$ cat src/rtl/data_mem_access_unit.sv
// data_mem_access_unit
//   Bridges the core's byte-addressed load/store path to a word-only data
//   memory. Loads read one word and extract/extend the addressed lane.
//   Word stores write directly. Byte/half stores read the word, merge the
//   new lane and write the result back (read-modify-write).
//
// Ports
//   clk, rst        rising-edge clock, synchronous active-low reset
//   req_valid       request strobe, only looked at while idle
//   req_we          1 = store, 0 = load
//   req_size        00 byte, 01 half, 10 word, 11 illegal
//   req_signed      loads: 1 sign-extend, 0 zero-extend
//   req_addr        byte address
//   req_wdata       store data (byte/half in the low bits)
//   busy            high while a transaction is in flight (core stalls)
//   rsp_valid       one-cycle completion pulse
//   rsp_rdata       load result (0 for stores and errors)
//   rsp_err         misaligned, out-of-range or illegal size
//   mem_A           word index to memory
//   mem_WD, mem_WE  memory write data / enable
//   mem_RD          combinational memory read data at mem_A
module data_mem_access_unit #(
    parameter int DEPTH = 100
) (
    input  logic        clk,
    input  logic        rst,
    input  logic        req_valid,
    input  logic        req_we,
    input  logic [1:0]  req_size,
    input  logic        req_signed,
    input  logic [31:0] req_addr,
    input  logic [31:0] req_wdata,
    output logic        busy,
    output logic        rsp_valid,
    output logic [31:0] rsp_rdata,
    output logic        rsp_err,
    output logic [31:0] mem_A,
    output logic [31:0] mem_WD,
    output logic        mem_WE,
    input  logic [31:0] mem_RD
);

    localparam logic [31:0] DEPTH_W = 32'(DEPTH);

    typedef enum logic [1:0] {IDLE, RD, WR} state_t;

    state_t      state, state_next;

    logic [29:0] idx_q;
    logic [1:0]  lane_q;
    logic [1:0]  size_q;
    logic        we_q;
    logic        sgn_q;
    logic [31:0] wdata_q;
    logic [31:0] merge_q;

    logic        accept;
    logic        req_err;

    // Lane extraction with sign/zero extension for loads.
    function automatic logic [31:0] extract(input logic [31:0] w, input logic [1:0] lane,
                                            input logic [1:0] size, input logic sgn);
        logic [7:0]  b;
        logic [15:0] h;
        b = w[{lane, 3'b000} +: 8];
        h = w[{lane[1], 4'b0000} +: 16];
        case (size)
            2'b00:   extract = {{24{sgn & b[7]}}, b};
            2'b01:   extract = {{16{sgn & h[15]}}, h};
            default: extract = w;
        endcase
    endfunction

    // Replace only the addressed lane(s); other lanes keep the memory value.
    function automatic logic [31:0] merge(input logic [31:0] w, input logic [31:0] wd,
                                          input logic [1:0] lane, input logic [1:0] size);
        logic [31:0] m;
        m = w;
        if (size == 2'b00)
            m[{lane, 3'b000} +: 8] = wd[7:0];
        else
            m[{lane[1], 4'b0000} +: 16] = wd[15:0];
        merge = m;
    endfunction

    assign accept = (state == IDLE) && req_valid;

    always_comb begin
        req_err = 1'b0;
        if (req_size == 2'b11)                         req_err = 1'b1;
        if (req_size == 2'b01 && req_addr[0])          req_err = 1'b1;
        if (req_size == 2'b10 && req_addr[1:0] != 2'b00) req_err = 1'b1;
        if ({2'b00, req_addr[31:2]} >= DEPTH_W)        req_err = 1'b1;
    end

    // State register
    always_ff @(posedge clk) begin
        if (!rst) state <= IDLE;
        else      state <= state_next;
    end

    // Next state. Word stores skip the read; sub-word stores read first.
    always_comb begin
        state_next = state;
        case (state)
            IDLE: begin
                if (accept && !req_err)
                    state_next = (req_we && req_size == 2'b10) ? WR : RD;
            end
            RD:      state_next = we_q ? WR : IDLE;
            WR:      state_next = IDLE;
            default: state_next = IDLE;
        endcase
    end

    // Memory-side outputs decode straight from state so they are quiet in IDLE
    // and immediately after reset.
    always_comb begin
        busy   = (state != IDLE);
        mem_WE = (state == WR);
        mem_A  = (state != IDLE) ? {2'b00, idx_q} : 32'd0;
        mem_WD = 32'd0;
        if (state == WR)
            mem_WD = (size_q == 2'b10) ? wdata_q : merge_q;
    end

    // Request latch, merge word and registered response.
    always_ff @(posedge clk) begin
        if (!rst) begin
            idx_q     <= '0;
            lane_q    <= '0;
            size_q    <= '0;
            we_q      <= 1'b0;
            sgn_q     <= 1'b0;
            wdata_q   <= '0;
            merge_q   <= '0;
            rsp_valid <= 1'b0;
            rsp_err   <= 1'b0;
            rsp_rdata <= '0;
        end else begin
            rsp_valid <= 1'b0;
            rsp_err   <= 1'b0;
            case (state)
                IDLE: begin
                    if (accept) begin
                        idx_q     <= req_addr[31:2];
                        lane_q    <= req_addr[1:0];
                        size_q    <= req_size;
                        we_q      <= req_we;
                        sgn_q     <= req_signed;
                        wdata_q   <= req_wdata;
                        rsp_rdata <= '0;
                        // Rejected requests answer next cycle without touching memory.
                        if (req_err) begin
                            rsp_valid <= 1'b1;
                            rsp_err   <= 1'b1;
                        end
                    end
                end
                RD: begin
                    if (!we_q) begin
                        rsp_rdata <= extract(mem_RD, lane_q, size_q, sgn_q);
                        rsp_valid <= 1'b1;
                    end else begin
                        merge_q <= merge(mem_RD, wdata_q, lane_q, size_q);
                    end
                end
                WR: begin
                    rsp_rdata <= '0;
                    rsp_valid <= 1'b1;
                end
                default: ;
            endcase
        end
    end

endmodule

$ cat config.mk
export PLATFORM = sky130hd
export DESIGN_NAME = data_mem_access_unit
export DESIGN_NICKNAME = d
export VERILOG_FILES = /design/src/rtl/data_mem_access_unit.sv
export SDC_FILE = /design/constraint.sdc
export NUM_CORES = 1
export LEC_CHECK = 0
export BUFFER_PORTS_ARGS = -buffer_cell sky130_fd_sc_hd__buf_2
export CELL_PAD_IN_SITES_DETAIL_PLACEMENT = 1
export CELL_PAD_IN_SITES_GLOBAL_PLACEMENT = 2
export CORE_MARGIN = 10
export CORE_UTILIZATION = 25
export CTS_BUF_LIST = sky130_fd_sc_hd__clkbuf_4 sky130_fd_sc_hd__clkbuf_8 sky130_fd_sc_hd__clkbuf_16
export DETAILED_ROUTE_END_ITERATION = 8
export PLACE_DENSITY = 0.78
export SETUP_SLACK_MARGIN = 0.2
export SYNTH_ARGS = -nofsm -noshare
export SYNTH_HDL_FRONTEND = slang
export SYNTH_SLANG_ARGS = --single-unit
$ cat constraint.sdc
create_clock -name clk -period 6.3 [get_ports clk]
set_input_delay 0.63 -clock clk [delete_from_list [all_inputs] [get_ports clk]]
set_output_delay 0.63 -clock clk [all_outputs]
set_load 0.05 [all_outputs]
==> results of run 1 <==
-- synthesized netlist by cell type (all sizes together) (2+ instances only) --
cell type / count
a211o: 16
a21boi: 101
a21oi: 43
a221oi: 42
a22o: 6
a22oi: 16
and2: 32
buf: 32
clkbuf: 43
dfxtp: 136
ha: 5
inv: 15
mux2: 5
mux2i: 24
nand2: 232
nand2b: 2
nand3: 6
nand3b: 3
nor2: 26
nor2b: 11
nor3: 2
nor4: 5
o21ai: 24
o22ai: 5
o2bb2ai: 3
o31ai: 5
or3: 2
-- path summary, 6_finish.rpt --
path                                                   end                  startpoint  depth (start not counted)  slack [ns]
worst max register to register    merge_q[25]$_SDFFE_PN0P_      lane_q[1]$_SDFFE_PN0P_                          6        3.01
worst min-delay path               wdata_q[7]$_SDFFE_PN0P_                req_wdata[7]                          3        0.45
worst max-delay path                             mem_WD[3]      size_q[1]$_SDFFE_PN0P_                          5        2.96
worst min register to register  rsp_rdata[10]$_SDFFE_PN0P_  rsp_rdata[10]$_SDFFE_PN0P_                          2        0.45
-- routing by layer --
metal / GRT usage / part of all wire / vias to the layer above
li1: - / - / 3298
met1: 0.203 / 0.46 / 3307
met2: 0.253 / 0.46 / 181
met3: 0.0492 / 0.062 / 32
met4: 0.0385 / 0.012 / 6
met5: 0 / 0.0016 / -
-- placed cells by master, fill, tap and decap left out, types with 3 or more instances in the layout --
master	n
a22oi_1	16
mux2_2	5
nor4_1	5
inv_1	15
clkbuf_16	17
o31ai_1	5
nand3_1	6
a211o_1	16
clkinv_4	5
nand2_1	231
nor2_1	25
nor2b_1	10
ha_1	5
a21boi_2	11
bufinv_16	4
a21boi_0	74
buf_2	200
o21ai_0	24
o2bb2ai_1	3
and2_1	31
a21oi_1	43
dfxtp_1	135
mux2i_1	24
buf_4	6
nand3b_1	3
a221oi_1	42
a21boi_1	16
a22o_1	6
-- kinds of logic (layout without fill, tap and decap cells) --
| kind of cell | Yosys count | in the layout | synth area share |
|---|---|---|---|
| multiplexers | 29 | 29 | 0.0426 |
| adder cells (fa/ha/maj) | 5 | 5 | 0.00899 |
| other | 1 | 4 | 0.000539 |
| flip-flops | 136 | 136 | 0.391 |
| AO/OA/AOI/OAI | 266 | 266 | 0.288 |
| buffers and inverters | 90 | 253 | 0.0563 |
| AND/OR/NAND/NOR | 332 | 332 | 0.213 |
-- state kept, by name, summed over array words and instances, names as in the netlist --
signal,count
idx_q,30
rsp_err,1
wdata_q,32
size_q,2
rsp_valid,1
lane_q,2
state,2
merge_q,32
rsp_rdata,32
we_q,1
sgn_q,1
-- where the power goes --
group | switching, mW | total, mW | internal, mW | leakage (nW)
clock network | 0.444 | 1.13 | 0.685 | 0.315
registers | 0.0322 | 0.916 | 0.884 | 1.11
logic | 0.132 | 0.214 | 0.0817 | 2.22
-- worst min-delay path, cell delays in order --
cell      delay (ns)
buf_2           0.10
nand2_1         0.04
a21boi_0        0.06
-- layout make-up --
class | instances | area (um2) | area share
well taps | 378 | 473 | 0.0536
diodes | 2 | 5.00 | 0.000567
multi-input cells | 634 | 3870 | 0.438
flip-flops and latches | 136 | 2720 | 0.309
inverters | 15 | 56.3 | 0.00638
clock buffers | 18 | 439 | 0.0498
clock inverters | 14 | 211 | 0.0240
repair buffers | 206 | 1050 | 0.119
==> impl_metrics.csv, run 1 <==
group,metric,value,unit
run_status,outcome,"finished clean",
clock_network,htreeDepth,4,
pwr,ir_worst_vdd,141,uV
pwr,cellPowerDensity,256,nW/um2
clock_network,cts_tree,"done",
timing,post-route-period-util,0.530,
clock_network,cts_setup_buffers,0,
detailed_routing,wl_per_cell,20.3,um
logic_synthesis,synth_area_leaders,"dfxtp_1 (39%), nand2_1 (13%), a21boi_0 (8.0%), a221oi_1 (5.3%), mux2i_1 (3.5%)",
cells_and_area,drive_gt1_frac,0.261,
timing,fin_ws,2.96,ns
placement,pre_cts_ws,2.65,ns
placement,dp.cells,1369,
cells_and_area,synthToLayoutAreaGrowth,26.7,%
worst_setup_path,crit_chain,"nor2b_2, buf_4, nand2_1, a21oi_1, buf_2",
worst_setup_path,cp_slowest_cell,"dfxtp_1",
detailed_routing,drc,0,
logic_synthesis,seq_area_frac_synth,0.391,
timing,finalClockSkew,0.0123,ns
detailed_routing,first_pass_iters,4,
global_route,grt_util_all_layers,0.158,
global_route,grt_max_degree,69,
logic_synthesis,synth_edf_count,0,
detailed_routing,drtAntennaViolNets,0,
logic_synthesis,synth_ff_type,"dfxtp_1",
die,core,27600,um2
clock_network,cts.sink_count,136,
die,die_width,187,um
detailed_routing,dr.first_iter.drc_count,413,
timing,grt_setup_unrepaired,"no",
worst_setup_path,max_stage_delay,0.98,ns
timing,tns,0,ns
cells_and_area,utilization,0.319,
timing,fin_crit,3.34,ns
worst_setup_path,cp.required,5.67,ns
pwr,leakage,3.64,nW
placement,post_dp_cell_area,8160,um2
die,die_h,187,um
global_route,antenna_found_initial,6,
logic_synthesis,netlist_area,6960,um2
cells_and_area,fill_cells,3408,
die,io_pins,203,
timing,drv_slew,0,
timing,fmax,299,MHz
logic_synthesis,yosysWarnings,0,
clock_network,ctsResizeCount,0,
clock_network,cts-root-buf,"clkbuf_16",
min_path,hold_class,"input port to flop",
flow_run,drv_cap,0,
worst_setup_path,cp.buffers_inverters,2,
clock_network,ctsLongestPathBuffers,2,
global_route,grt_pass1_vias,7059,
worst_setup_path,cp.arrival,2.71,ns
die,num_rows,61,
worst_setup_path,endpoint_kind,"primary output",
placement,dp_hpwl,20500,um
clock_network,clk_pin_slew_worst_paths,0.07,ns
timing,hold_viol_final,0,
detailed_routing,drt_wl_total,28500,um
logic_synthesis,ys_async_sr_fraction,0,
global_route,gr-total-overflow,0,
clock_network,clock_latency,0.43,ns
die,initial_utilization,0.252,
clock_network,postCtsHoldBufs,0,
clock_network,cts_buffers,17,
timing,worst_hold_slack,0.449,ns
detailed_routing,dr_total_vias,6824,
timing,worst_pin_slew,1.08,ns
logic_synthesis,yosysTopAreaCellShare,0.391,
detailed_routing,vias_per_cell,4.86,
placement,portBuffers,200,
logic_synthesis,synth_area_per_cell,8.10,um2
timing,setup_viol,0,
logic_synthesis,yosys.cell_types.count,53,
die,die_area,34900,um2
worst_setup_path,crit_family,"flip-flops",
cells_and_area,fin_area,8820,um2
logic_synthesis,yosysTopAreaCell,"dfxtp_1",
worst_setup_path,critPathMaxFanout,32,
pwr,p_total,2.26,mW
placement,place_congestion,0.819,
global_route,grt_pass1_wl,43600,um
logic_synthesis,syn_inst,859,
timing,slew_headroom,0.278,
worst_setup_path,crit_type,"flop to primary output",
logic_synthesis,synth-seq-cells,136,
cells_and_area,final_nets,1118,
cells_and_area,stdcell_count,1403,
worst_setup_path,setup.worst_path.start_class,"flop",
Note: power is estimated with default switching activity, not from simulation.
==> run 2, diff against run 1 <==
--- a/config.mk
+++ b/config.mk
@@ -5,6 +5,7 @@
 export SDC_FILE = /design/constraint.sdc
 export NUM_CORES = 1
 export LEC_CHECK = 0
+export ABC_AREA = 1
 export BUFFER_PORTS_ARGS = -buffer_cell sky130_fd_sc_hd__buf_2
 export CELL_PAD_IN_SITES_DETAIL_PLACEMENT = 1
 export CELL_PAD_IN_SITES_GLOBAL_PLACEMENT = 2
@@ -12,7 +13,7 @@
 export CORE_UTILIZATION = 25
 export CTS_BUF_LIST = sky130_fd_sc_hd__clkbuf_4 sky130_fd_sc_hd__clkbuf_8 sky130_fd_sc_hd__clkbuf_16
 export DETAILED_ROUTE_END_ITERATION = 8
-export PLACE_DENSITY = 0.78
+export PLACE_DENSITY = 0.84
 export SETUP_SLACK_MARGIN = 0.2
 export SYNTH_ARGS = -nofsm -noshare
 export SYNTH_HDL_FRONTEND = slang
==> constraint.sdc (replaced) <==
create_clock -name clk -period 3.01 [get_ports clk]
set_input_delay 0.301 -clock clk [delete_from_list [all_inputs] [get_ports clk]]
set_output_delay 0.301 -clock clk [all_outputs]
set_load 0.05 [all_outputs]
==> impl_metrics.csv, run 2 <==
group,metric,value,unit
run_status,outcome,"finished clean",
logic_synthesis,syn_inst,982,
die,die_h,186,um
logic_synthesis,synth_edf_count,0,
logic_synthesis,synth_compound_area_frac,0.311,
pwr,leakage,3.82,nW
logic_synthesis,synth_area_leaders,"dfxtp_1 (40%), o21ai_0 (12%), a21oi_1 (11%), nor2_1 (6.2%), nand2_1 (5.1%)",
detailed_routing,first_pass_iters,5,
logic_synthesis,ys_async_sr_fraction,0,
global_route,antenna_found_initial,7,
clock_network,cts.sink_count,136,
timing,post-route-period-util,0.845,
logic_synthesis,synthTopCellsByCount,"o21ai_0 (162), a21oi_1 (152), dfxtp_1 (136)",
worst_setup_path,setup.worst_path.start_class,"flop",
placement,portBuffers,200,
timing,fin_crit,2.54,ns
detailed_routing,dr.first_iter.drc_count,390,
worst_setup_path,max_stage_delay,0.43,ns
placement,dp_hpwl,21500,um
clock_network,clock_latency,0.43,ns
worst_setup_path,crit_type,"flop to primary output",
timing,setup_viol,0,
pwr,cellPowerDensity,543,nW/um2
detailed_routing,drt_wl_total,28400,um
cells_and_area,layout_common_cells,"buf_2 (200), o21ai_0 (162), a21oi_1 (152)",
timing,slew_headroom,0.222,
detailed_routing,drtAntennaViolNets,0,
timing,hold_viol_final,0,
clock_network,postCtsHoldBufs,0,
cells_and_area,layout_commonest_cell,"buf_2",
clock_network,ctsResizeCount,0,
timing,grt_setup_unrepaired,"no",
logic_synthesis,yosysTopAreaCellShare,0.395,
timing,fmax,393,MHz
worst_setup_path,cp.required,2.71,ns
detailed_routing,drc,0,
global_route,gr-total-overflow,0,
worst_setup_path,crit_chain,"inv_1, nor2_2, buf_4, o21ai_0, nor2_1, buf_2",
placement,dp.cells,1463,
cells_and_area,stdcell_count,1499,
logic_synthesis,seq_area_frac_synth,0.395,
global_route,grt_pass1_wl,43500,um
logic_synthesis,synth-simple-area-share,0.173,
clock_network,cts_tree,"done",
logic_synthesis,netlist_area,6890,um2
pwr,ir_worst_vdd,323,uV
timing,worst_pin_slew,1.17,ns
global_route,grt_pass1_vias,7574,
global_route,grt_util_all_layers,0.162,
detailed_routing,wl_per_cell,19.0,um
placement,pre_cts_ws,0.738,ns
logic_synthesis,synth_ff_type,"dfxtp_1",
logic_synthesis,synth_top_family_by_area,"compound AO/OA/AOI/OAI gates",
logic_synthesis,synth-adder-area-share,0.00909,
pwr,p_total,4.70,mW
detailed_routing,dr_total_vias,7408,
logic_synthesis,synth-seq-cells,136,
cells_and_area,reg_top3,"merge_q x32, rsp_rdata x32, wdata_q x32",
clock_network,cts_buffers,17,
timing,tns,0,ns
die,die_width,186,um
min_path,hold_class,"input port to flop",
worst_setup_path,cp_slowest_cell,"dfxtp_1",
worst_setup_path,cp.arrival,2.24,ns
cells_and_area,drive_gt1_frac,0.249,
detailed_routing,vias_per_cell,4.94,
clock_network,htreeDepth,4,
logic_synthesis,synthMuxAreaShare,0,
timing,drv_slew,0,
logic_synthesis,yosysTopAreaCell,"dfxtp_1",
logic_synthesis,yosys.cell_types.count,34,
die,io_pins,203,
die,core,27000,um2
cells_and_area,fin_area,8650,um2
clock_network,clk_pin_slew_worst_paths,0.06,ns
logic_synthesis,yosysMostFrequentCell,"o21ai_0",
clock_network,cts-root-buf,"clkbuf_16",
logic_synthesis,yosysWarnings,0,
timing,finalClockSkew,0.0142,ns
clock_network,ctsLongestPathBuffers,2,
die,die_area,34600,um2
logic_synthesis,synthXorXnorAreaFrac,0,
die,num_rows,60,
worst_setup_path,critPathMaxFanout,17,
placement,place_congestion,0.823,
die,initial_utilization,0.255,
cells_and_area,final_nets,1249,
clock_network,cts_setup_buffers,0,
flow_run,drv_cap,0,
global_route,grt_max_degree,115,
logic_synthesis,synth_area_per_cell,7.01,um2
worst_setup_path,endpoint_kind,"primary output",
placement,post_dp_cell_area,8020,um2
timing,fin_ws,0.465,ns
cells_and_area,synthToLayoutAreaGrowth,25.6,%
[run 2: cell types whose count changed after synthesis, moves of 24 or more]
cell,previous run,this run
mux2i_1,24,0
a21oi_1,43,152
a21boi_0,74,0
a221oi_1,42,0
inv_1,15,81
nand2_1,232,94
nand3_1,6,32
nor2_1,25,113
and2_1,32,0
o21ai_0,24,162
[run 2: cell type report]
| cell class | count | area [um2] |
|---|---|---|
| Fill cell | 3414 | 18400 |
| Multi-Input combinational cell | 681 | 3420 |
| Sequential cell | 136 | 2720 |
| Timing Repair Buffer | 213 | 1110 |
| Clock buffer | 18 | 433 |
| Tap cell | 341 | 427 |
| Inverter | 92 | 352 |
| Clock inverter | 14 | 176 |
| Antenna cell | 4 | 10.0 |
[run 2: worst paths after layout]
kind	end	slack, ns	cells past startpoint	from
setup / recovery	mem_WD[30]	0.47	6	state[1]$_SDFFE_PN0P_
hold / removal	wdata_q[16]$_SDFFE_PN0P_	0.1	3	req_wdata[16]
setup reg to reg	merge_q[1]$_SDFFE_PN0P_	0.79	7	size_q[1]$_SDFFE_PN0P_
hold reg to reg	idx_q[8]$_SDFFE_PN0P_	0.45	2	idx_q[8]$_SDFFE_PN0P_
[run 2: routing by layer]
layer	vias to the layer above	track usage	wire length, um
li1	3656	-	-
met4	8	0.0555	547
met3	36	0.0532	2010
met5	-	0	47
met1	3502	0.201	12700
met2	206	0.258	13100
[run 2: power by group]
part           internal [mW]  leakage [nW]  total, mW  switching (mW)
clock                   1.32         0.294       2.18           0.863
sequential              1.87          1.11       1.91          0.0397
combinational          0.188          2.41      0.607           0.419
[run 2: stage by stage]
| step | util | hold slack (ns) |
|---|---|---|
| floorplan | - | 0.430 |
| global placement | 0.297 | 0.439 |
| detailed placement | 0.297 | 0.447 |
| CTS | 0.319 | 0.0797 |
| global route | 0.320 | 0.0957 |
| finish | 0.320 | 0.0983 |
[run 2: worst max-delay path: cells and delay by family (launching register included)]
kind                   cells  cell delay [ns]
AND/OR/NAND/NOR            2             0.55
buffers and inverters      3             0.65
flip-flops                 1             0.43
AO/OA/AOI/OAI              1             0.20
[run 2: cells by family after synthesis]
group	after synthesis
compound gates	397
other cells	1
fa+ha+maj	5
simple gates	277
buf+inv	166
flops	136
